**src/rtl/store_buffer.sv**
```systemverilog
// Posted-write store buffer between the MEM-stage store formatter and the
// data-memory write port. Queues byte-enabled store beats in a DEPTH-entry
// FIFO, coalesces a store into the newest entry when both hit the same word,
// drains the head over a ready/valid handshake and flags load RAW hazards.
//
// Ports:
//   iCLK, iRST                  clock, asynchronous active-high reset
//   iWrReq/iWrAddr/iWrData/
//   iWrByteEnable/iWrException  store beat from MEM stage
//   oFull, oEmpty, oCount       occupancy status
//   iRdReq, iRdAddr, oRdHazard  load address check (combinational)
//   oMemWrite/oMemAddr/oMemData/
//   oMemByteEnable, iMemReady   head entry toward data memory
module store_buffer #(
    parameter int unsigned DEPTH = 4,
    parameter int unsigned AW    = 32
) (
    input  logic                     iCLK,
    input  logic                     iRST,
    input  logic                     iWrReq,
    input  logic [AW-1:0]            iWrAddr,
    input  logic [31:0]              iWrData,
    input  logic [3:0]               iWrByteEnable,
    input  logic                     iWrException,
    output logic                     oFull,
    output logic                     oEmpty,
    output logic [$clog2(DEPTH):0]   oCount,
    input  logic                     iRdReq,
    input  logic [AW-1:0]            iRdAddr,
    output logic                     oRdHazard,
    output logic                     oMemWrite,
    output logic [AW-1:0]            oMemAddr,
    output logic [31:0]              oMemData,
    output logic [3:0]               oMemByteEnable,
    input  logic                     iMemReady
);

    localparam int unsigned PW = $clog2(DEPTH);
    localparam int unsigned CW = PW + 1;
    localparam int unsigned WW = AW - 2;

    // Entry storage: word address, data, byte enables
    logic [WW-1:0] addr_q [DEPTH];
    logic [31:0]   data_q [DEPTH];
    logic [3:0]    be_q   [DEPTH];

    logic [PW-1:0] head_q, head_d;
    logic [PW-1:0] tail_q, tail_d;
    logic [CW-1:0] count_q, count_d;

    logic          full;
    logic          empty;
    logic          push;
    logic          pop;
    logic          coalesce;
    logic          alloc;
    logic [PW-1:0] tail_last;
    logic [PW-1:0] wr_idx;
    logic [31:0]   wr_data;
    logic [3:0]    wr_be;

    // Word-granular addressing: the byte offset bits are intentionally ignored
    logic unused_addr_lsbs;
    assign unused_addr_lsbs = ^{iWrAddr[1:0], iRdAddr[1:0]};

    // Push/pop qualification and entry write data
    always_comb begin
        full      = (count_q == CW'(DEPTH));
        empty     = (count_q == '0);
        push      = iWrReq & ~iWrException & (|iWrByteEnable) & ~full;
        pop       = ~empty & iMemReady;
        tail_last = tail_q - PW'(1);
        // With count >= 2 the newest entry is never the head, so it is not on the bus
        coalesce  = push & (count_q >= CW'(2)) & (addr_q[tail_last] == iWrAddr[AW-1:2]);
        alloc     = push & ~coalesce;

        wr_idx  = tail_q;
        wr_data = iWrData;
        wr_be   = iWrByteEnable;
        if (coalesce) begin
            wr_idx = tail_last;
            wr_be  = be_q[tail_last] | iWrByteEnable;
            for (int unsigned j = 0; j < 4; j++) begin
                wr_data[j*8 +: 8] = iWrByteEnable[j] ? iWrData[j*8 +: 8]
                                                     : data_q[tail_last][j*8 +: 8];
            end
        end
    end

    // Pointer and count next state
    always_comb begin
        head_d  = head_q;
        tail_d  = tail_q;
        count_d = count_q;
        if (pop) begin
            head_d = head_q + PW'(1);
        end
        if (alloc) begin
            tail_d = tail_q + PW'(1);
        end
        case ({alloc, pop})
            2'b10:   count_d = count_q + CW'(1);
            2'b01:   count_d = count_q - CW'(1);
            default: count_d = count_q;
        endcase
    end

    // Pointer/count registers
    always_ff @(posedge iCLK or posedge iRST) begin
        if (iRST) begin
            head_q  <= '0;
            tail_q  <= '0;
            count_q <= '0;
        end else begin
            head_q  <= head_d;
            tail_q  <= tail_d;
            count_q <= count_d;
        end
    end

    // Entry storage write (allocate at tail or merge into newest entry)
    always_ff @(posedge iCLK or posedge iRST) begin
        if (iRST) begin
            for (int unsigned i = 0; i < DEPTH; i++) begin
                addr_q[i] <= '0;
                data_q[i] <= '0;
                be_q[i]   <= '0;
            end
        end else if (push) begin
            addr_q[wr_idx] <= iWrAddr[AW-1:2];
            data_q[wr_idx] <= wr_data;
            be_q[wr_idx]   <= wr_be;
        end
    end

    // Load hazard: any valid entry (including the one popping now) on the same word
    always_comb begin
        logic [PW-1:0] idx;
        logic          hit;
        hit = 1'b0;
        idx = '0;
        for (int unsigned i = 0; i < DEPTH; i++) begin
            idx = head_q + PW'(i);
            if ((CW'(i) < count_q) && (addr_q[idx] == iRdAddr[AW-1:2])) begin
                hit = 1'b1;
            end
        end
        oRdHazard = iRdReq & hit;
    end

    // Memory-side outputs come from registered state only; zero when empty
    always_comb begin
        oFull          = full;
        oEmpty         = empty;
        oCount         = count_q;
        oMemWrite      = ~empty;
        oMemAddr       = '0;
        oMemData       = '0;
        oMemByteEnable = '0;
        if (!empty) begin
            oMemAddr       = {addr_q[head_q], 2'b00};
            oMemData       = data_q[head_q];
            oMemByteEnable = be_q[head_q];
        end
    end

endmodule

```
**config.mk**
```make
export PLATFORM = sky130hd
export DESIGN_NAME = store_buffer
export DESIGN_NICKNAME = d
export VERILOG_FILES = /design/src/rtl/store_buffer.sv
export SDC_FILE = /design/constraint.sdc
export NUM_CORES = 1
export LEC_CHECK = 0
export CORE_MARGIN = 4
export CORE_UTILIZATION = 53
export DETAILED_ROUTE_END_ITERATION = 12
export PLACE_DENSITY = 0.84
export SLEW_MARGIN = 20
export SYNTH_ARGS = -nofsm -noshare
export SYNTH_HDL_FRONTEND = slang
export SYNTH_SLANG_ARGS = --single-unit
```
**constraint.sdc**
```tcl
create_clock -name iCLK -period 9.4 [get_ports iCLK]
set_clock_uncertainty 0.15 [all_clocks]
set_input_delay 1.88 -clock iCLK [delete_from_list [all_inputs] [get_ports iCLK]]
set_output_delay 1.88 -clock iCLK [all_outputs]
set_load 0.1 [all_outputs]
```
# --- Word-level counts from Yosys, hierarchy flattened ---
# Index checks and enable logic that the tools add are counted.
classes:
  addsub: 7
  reduce_logical: 8
  n_lt_le_gt_ge: 12
  eq_ne: 8
  mux: 51
  bitwise_logic: 19
ops:
  columns: ["operator", "count"]
  rows:
  - ["$mux 30", 11]
  - ["$bmux 30 s2", 5]
  - ["$mux 32", 8]
  - ["$eq 30x30->1", 5]
  - ["$bmux 32 s2", 2]
  - ["$bwmux 128", 1]
  - ["$bwmux 120", 1]
  - ["$demux 32 s2", 1]
  - ["$demux 30 s2", 1]
  - ["$mux 8", 4]
  - ["$mux 4", 7]
  - ["$ge 3x3->1 const B", 6]
  - ["$not 2->3", 6]
  - ["$bmux 4 s2", 2]
  - ["$bwmux 16", 1]
  - ["$and 1x1->1", 8]
  - ["$demux 4 s2", 1]
  - ["$lt 1x3->1 const A", 2]
  - ["$lt 2x3->1 const A", 2]
  - ["$pmux 3 s2", 1]
  - ["$logic_and 1x1->1", 5]
  - ["$add 2x1->2 const B", 2]
  - ["$add 2x2->2 const B", 2]
  - ["$mux 1", 4]
  - ["other kinds (14)", 17]
word_totals:
  output_inout_bits: 75
  inputBits: 106
  regBits: 271
  wordCells: 120

# --- Depth between registers and ports, before layout ---
logic_depth:
  ltp_word: 14
  depth_mapped: 16
  mapped_depth_nobuf: 13

# --- Least setup slack after synthesis ---
# No wires, ideal clock.
synth_timing:
  path_kind: "register -> output"
  startpoint: "register head_q[0]"
  endpoint: "output oRdHazard"
  required_ns: 7.370
  slack_ns: 2.319
  n_path_buf: 4
  arrival_ns: 5.051
  stages_incl_launch_ff: 11
  path_cell_list: "dfrtp_1 -> buf_2 -> buf_1 -> buf_2 -> clkbuf_1 -> mux4_2 -> xnor2_1 -> nand4_1 -> nor4_1 -> o32ai_1 -> a21boi_0"
synth_between:
  elab_chain_len: 11
  word_cells_on_any_way: 32
  cone_classes: "add/sub (3); eq/ne (4); mux (16); bitwise (5); reduce/logical (4)"
synth_lines:
  columns: ["element", "line_no", "text"]
  rows:
  - ["start, declared", "47", "logic [PW-1:0] head_q, head_d;"]
  - ["start signal, assigned", "111", "head_q <= '0;"]
  - ["start signal, assigned", "115", "head_q <= head_d;"]
  - ["$add 2x1->2 / $not 2->3 (equally long branches)", "143, 144", null]
  - ["$not 2->3 (not written as such) / $bmux 30 s2 (equally long branches)", "144", "if ((CW'(i) < count_q) && (addr_q[idx] == iRdAddr[AW-1:2])) begin"]
  - ["$bmux 30 s2 / $mux 30 (equally long branches)", "144", null]
  - ["$mux 30 (not written as such)", "144", null]
  - ["$mux 30 (not written as such) / $eq 30x30->1 (equally long branches)", "144", null]
  - ["$eq 30x30->1 / $logic_and 1x1->1 (equally long branches)", "144", null]
  - ["$logic_and 1x1->1 / $mux 1 (equally long branches)", "144", null]
  - ["$mux 1 (2 in series)", "144", null]
  - ["$mux 1 *", "144", null]
  - ["$and 1x1->1 *", "148", "oRdHazard = iRdReq & hit;"]
  - ["end, declared", "30", "output logic oRdHazard,"]
# Mark *: on every way between the ends. The rest lies on a longest branch, timed or not. The select of a mux whose other input is x is not followed.

# --- Worst setup path in the final report ---
layout_timing:
  startpoint: "input iRdAddr[25]"
  endpoint: "output oRdHazard"
layout_between:
  elab_chain_len: 7
  word_cells_on_any_way: 13
  cone_classes: "eq/ne (4); mux (4); bitwise (1); reduce/logical (4)"
layout_lines:
  columns: ["element", "line_no", "text"]
  rows:
  - ["start, declared", "29", "input logic [AW-1:0] iRdAddr,"]
  - ["$eq 30x30->1", "144", null]
  - ["$logic_and 1x1->1", "144", null]
  - ["$mux 1 (3 in series)", "144", null]
  - ["$mux 1 *", "144", null]
  - ["$and 1x1->1 *", "148", null]
# Mark *: on every way between the ends. The rest lies on a longest branch, timed or not.

==> metrics.txt <==
core outline area=around 0.034 sq mm; Worst setup SP type=input pin; final layout net count=about 1500; multi-input gate area in the final layout=about 0.011 sq mm; initial DRC count=between 800 and 900; Slowest Stage Delay on Critical Path=roughly 1.2 ns; library cell appearing most often on the critical path=clkdlybuf4s50_1; number of detailed-route iterations in the first pass=5; type of the setup path with the least slack=input pin to output pin; Root Buffer=clkbuf_16; total negative slack for setup checks=0 ns; post-synthesis cell area=roughly 0.018 sq mm; clock transition at the registers of the reported paths=~0.05 ns; number of vias per cell after detailed routing=around 6.5; result of the run=finished, final reports clean; Post-Synthesis Cells=approximately 1300; unrepaired setup endpoints after global routing=no; Crit-path slowest cell=clkdlybuf4s50_1; final routed wire length divided by cell count=between 20 and 30 microns; routed metal-1 wire length=approximately 19000 microns; via count=~12000; data arrival time of the critical path=5.56 ns; sequence of cells on the critical path=clkdlybuf4s50_1 > xor2_1 > a2111oi_0 > nand4_1 > nor4_1 > o32ai_1 > a21boi_0 > clkdlybuf4s50_1; element type at the critical path end=output pin; number of maximum-capacitance constraint violations=0; CTS resizes=0; count of flip-flops with a built-in enable after synthesis=0; fraction of layout instances using a drive strength above 1=between 40% and 50%; sequential element share of the synthesized area=approximately 37%; latest clock arrival within the worst-skew pair=roughly 0.51 ns; Synth Warn #=0; kind of cell adding the most delay to the critical path=buffers and inverters; half-perimeter wire length after placement=32500 microns; die area=0.0375 sq mm; final worst-path cycle share=80.7%; # IOs=181; Layout area overhead=16.8%; cell depth of the worst setup path=8; number of buffers inserted by post-CTS setup repair=0; worst r2r path cells=10; count of cells along the worst hold path=1; highest signal layer in the routed design=met5; CTS tree=built; async set or reset register ratio after synthesis=100%; number of buffers inserted during clock tree synthesis=34; hold-fix buffers at CTS=0; level count of the clock H-tree=2; hold crit path type=flip-flop to flip-flop; Max Transition Viols Final=0; total routing usage reported by global routing=between 20% and 30%; Most used DFF post-synth=dfrtp_1; Clock Tree Buf Depth=3; initial cell density of the core=between 50% and 60%; RePlAce Congestion=about 1; worst endpoint required time=7.37 ns; Die W=slightly below 200 microns; met3 layer wire length in the routed design=approximately 4400 microns; measured slew at the worst slew-check pin=around 1.1 ns; cell type contributing the most total cell area after synthesis=dfrtp_1; sequential standard cell area=0.00680 sq mm; worst-path fanout max=4; largest net degree at the start of global routing=151; highest clock rate=132 MHz; remaining antenna violation count after routing=0; fillcell total=roughly 2500; amount of wire on met2 after detailed routing=between 20000 and 25000 microns; wire length of the first global-routing pass=roughly 77000 microns; clock period minus final worst setup slack=about 7.6 ns; normalized max-slew margin=25.7%; Post-Route WL=roughly 49000 microns; final hold violation count=0; area share of the largest cell type after synthesis=37.1%; number of I/O port buffers=around 170; number of distinct library cell variants in the gate-level netlist after synthesis=between 50 and 60; number of diodes=0; total overflow reported by the global router=0; antenna violations before repair=4; cells taking the most area after synthesis=dfrtp_1, mux4_2, mux2_2; total of flip-flops plus latches after synthesis=between 200 and 300; drt drc=0; std cell rows=67; Post-Syn Area per Cell=roughly 15 sq um; vias in the first global route=about 13000; Die H=194 microns; final number of setup-violating endpoints=0; clk sinks=about 270; fin util=roughly 63%; critical path buffer and inverter count=2
==> cell type report <==
class / count / share of cell area, %
multi-input cells: 874 / 51.3
well taps: 448 / 2.62
flip-flops and latches: 271 / 31.8
repair buffers: 199 / 9.15
clock buffers: 51 / 4.66
inverters: 15 / 0.281
clock inverters: 7 / 0.193
==> cells in the final DEF, fill, tap and decap left out, types with 3 or more instances in the layout <==
master | Yosys | layout
dfrtp_1 | 271 | 267
mux2_2 | 266 | 266
mux4_2 | 209 | 209
clkdlybuf4s50_1 | 0 | 174
xnor2_1 | 80 | 80
xor2_1 | 72 | 72
nor2b_1 | 66 | 66
mux2_1 | 38 | 38
clkbuf_16 | 0 | 35
nor4_1 | 23 | 23
buf_4 | 13 | 23
nand4_1 | 20 | 20
mux2i_1 | 19 | 19
nand2_1 | 16 | 16
inv_1 | 15 | 13
clkbuf_1 | 27 | 10
ha_1 | 6 | 6
clkbuf_8 | 0 | 6
nor2_1 | 5 | 5
clkinv_2 | 0 | 5
nand3_1 | 4 | 4
dfrtp_4 | 0 | 4
o32ai_1 | 3 | 3
a21oi_1 | 3 | 3
o21ai_0 | 3 | 3
a211oi_1 | 3 | 3
and4_1 | 3 | 3
a31o_2 | 3 | 3
nand3b_2 | 3 | 3
==> final timing paths <==
check / startpoint / to / slack [ns]
max in group asynchronous: iRST / addr_q[43] / 5.94
min in group asynchronous: iRST / data_q[27] / 1.79
worst max register to register: tail_q[1] / data_q[9] / 3.58
worst max-delay path: iRdAddr[25] / oRdHazard / 1.81
worst min register to register: be_q[0] / be_q[0] / 0.36
worst min-delay path: be_q[0] / be_q[0] / 0.36
==> cells by family (layout without fill, tap and decap cells) <==
group / Yosys count / count (layout) / synth area share [%]
mux: 532 / 532 / 45.5
buf+inv: 108 / 272 / 3.17
simple gates: 148 / 148 / 5.12
fa+ha+maj: 6 / 6 / 0.410
compound gates: 34 / 34 / 1.42
xor+xnor: 152 / 152 / 7.28
flops: 271 / 271 / 37.1
other cells: 1 / 2 / 0.0205
==> state kept, by name, summed over array words and instances, names as in the netlist <==
register and cells:
head_q 2, addr_q 120, oCount 3, data_q 128, tail_q 2, be_q 16
==> through the flow <==
step	area (sq um)	hold WS (ns)	instances	worst slack, ns
after floorplan	18300	0.320	1253	2.32
after global placement	20300	0.340	1806	2.00
after detailed placement	20300	0.358	1806	2.06
after CTS	21300	0.370	1864	1.96
after global routing	21400	0.389	1865	1.62
final	21400	0.365	1865	1.81
==> cell usage after synthesis, drive strengths merged, types with 2 or more instances <==
cell and number:
clkbuf 27, mux2i 19, mux4 209, nand3b 3, inv 15, o311ai 2
mux2 304, and4 3, buf 66, nor2 5, a21oi 4, xor2 72
a32oi 2, ha 6, xnor2 80, a211oi 3, nand4 20, nor2b 66
nand3 5, dfrtp 271, a22oi 2, o32ai 3, o21ai 5, a31o 3
nand2 16, nor4 24
==> per-layer routing <==
layer	track usage, %	vias to the layer above
met1	34.7	6377
met5	0	-
met2	42.1	545
li1	-	5156
met3	6.93	91
met4	6.87	8
Power is left out: the tool's default activity adds up to more than one toggle a clock period on the data nets, which glitch-free logic cannot reach.
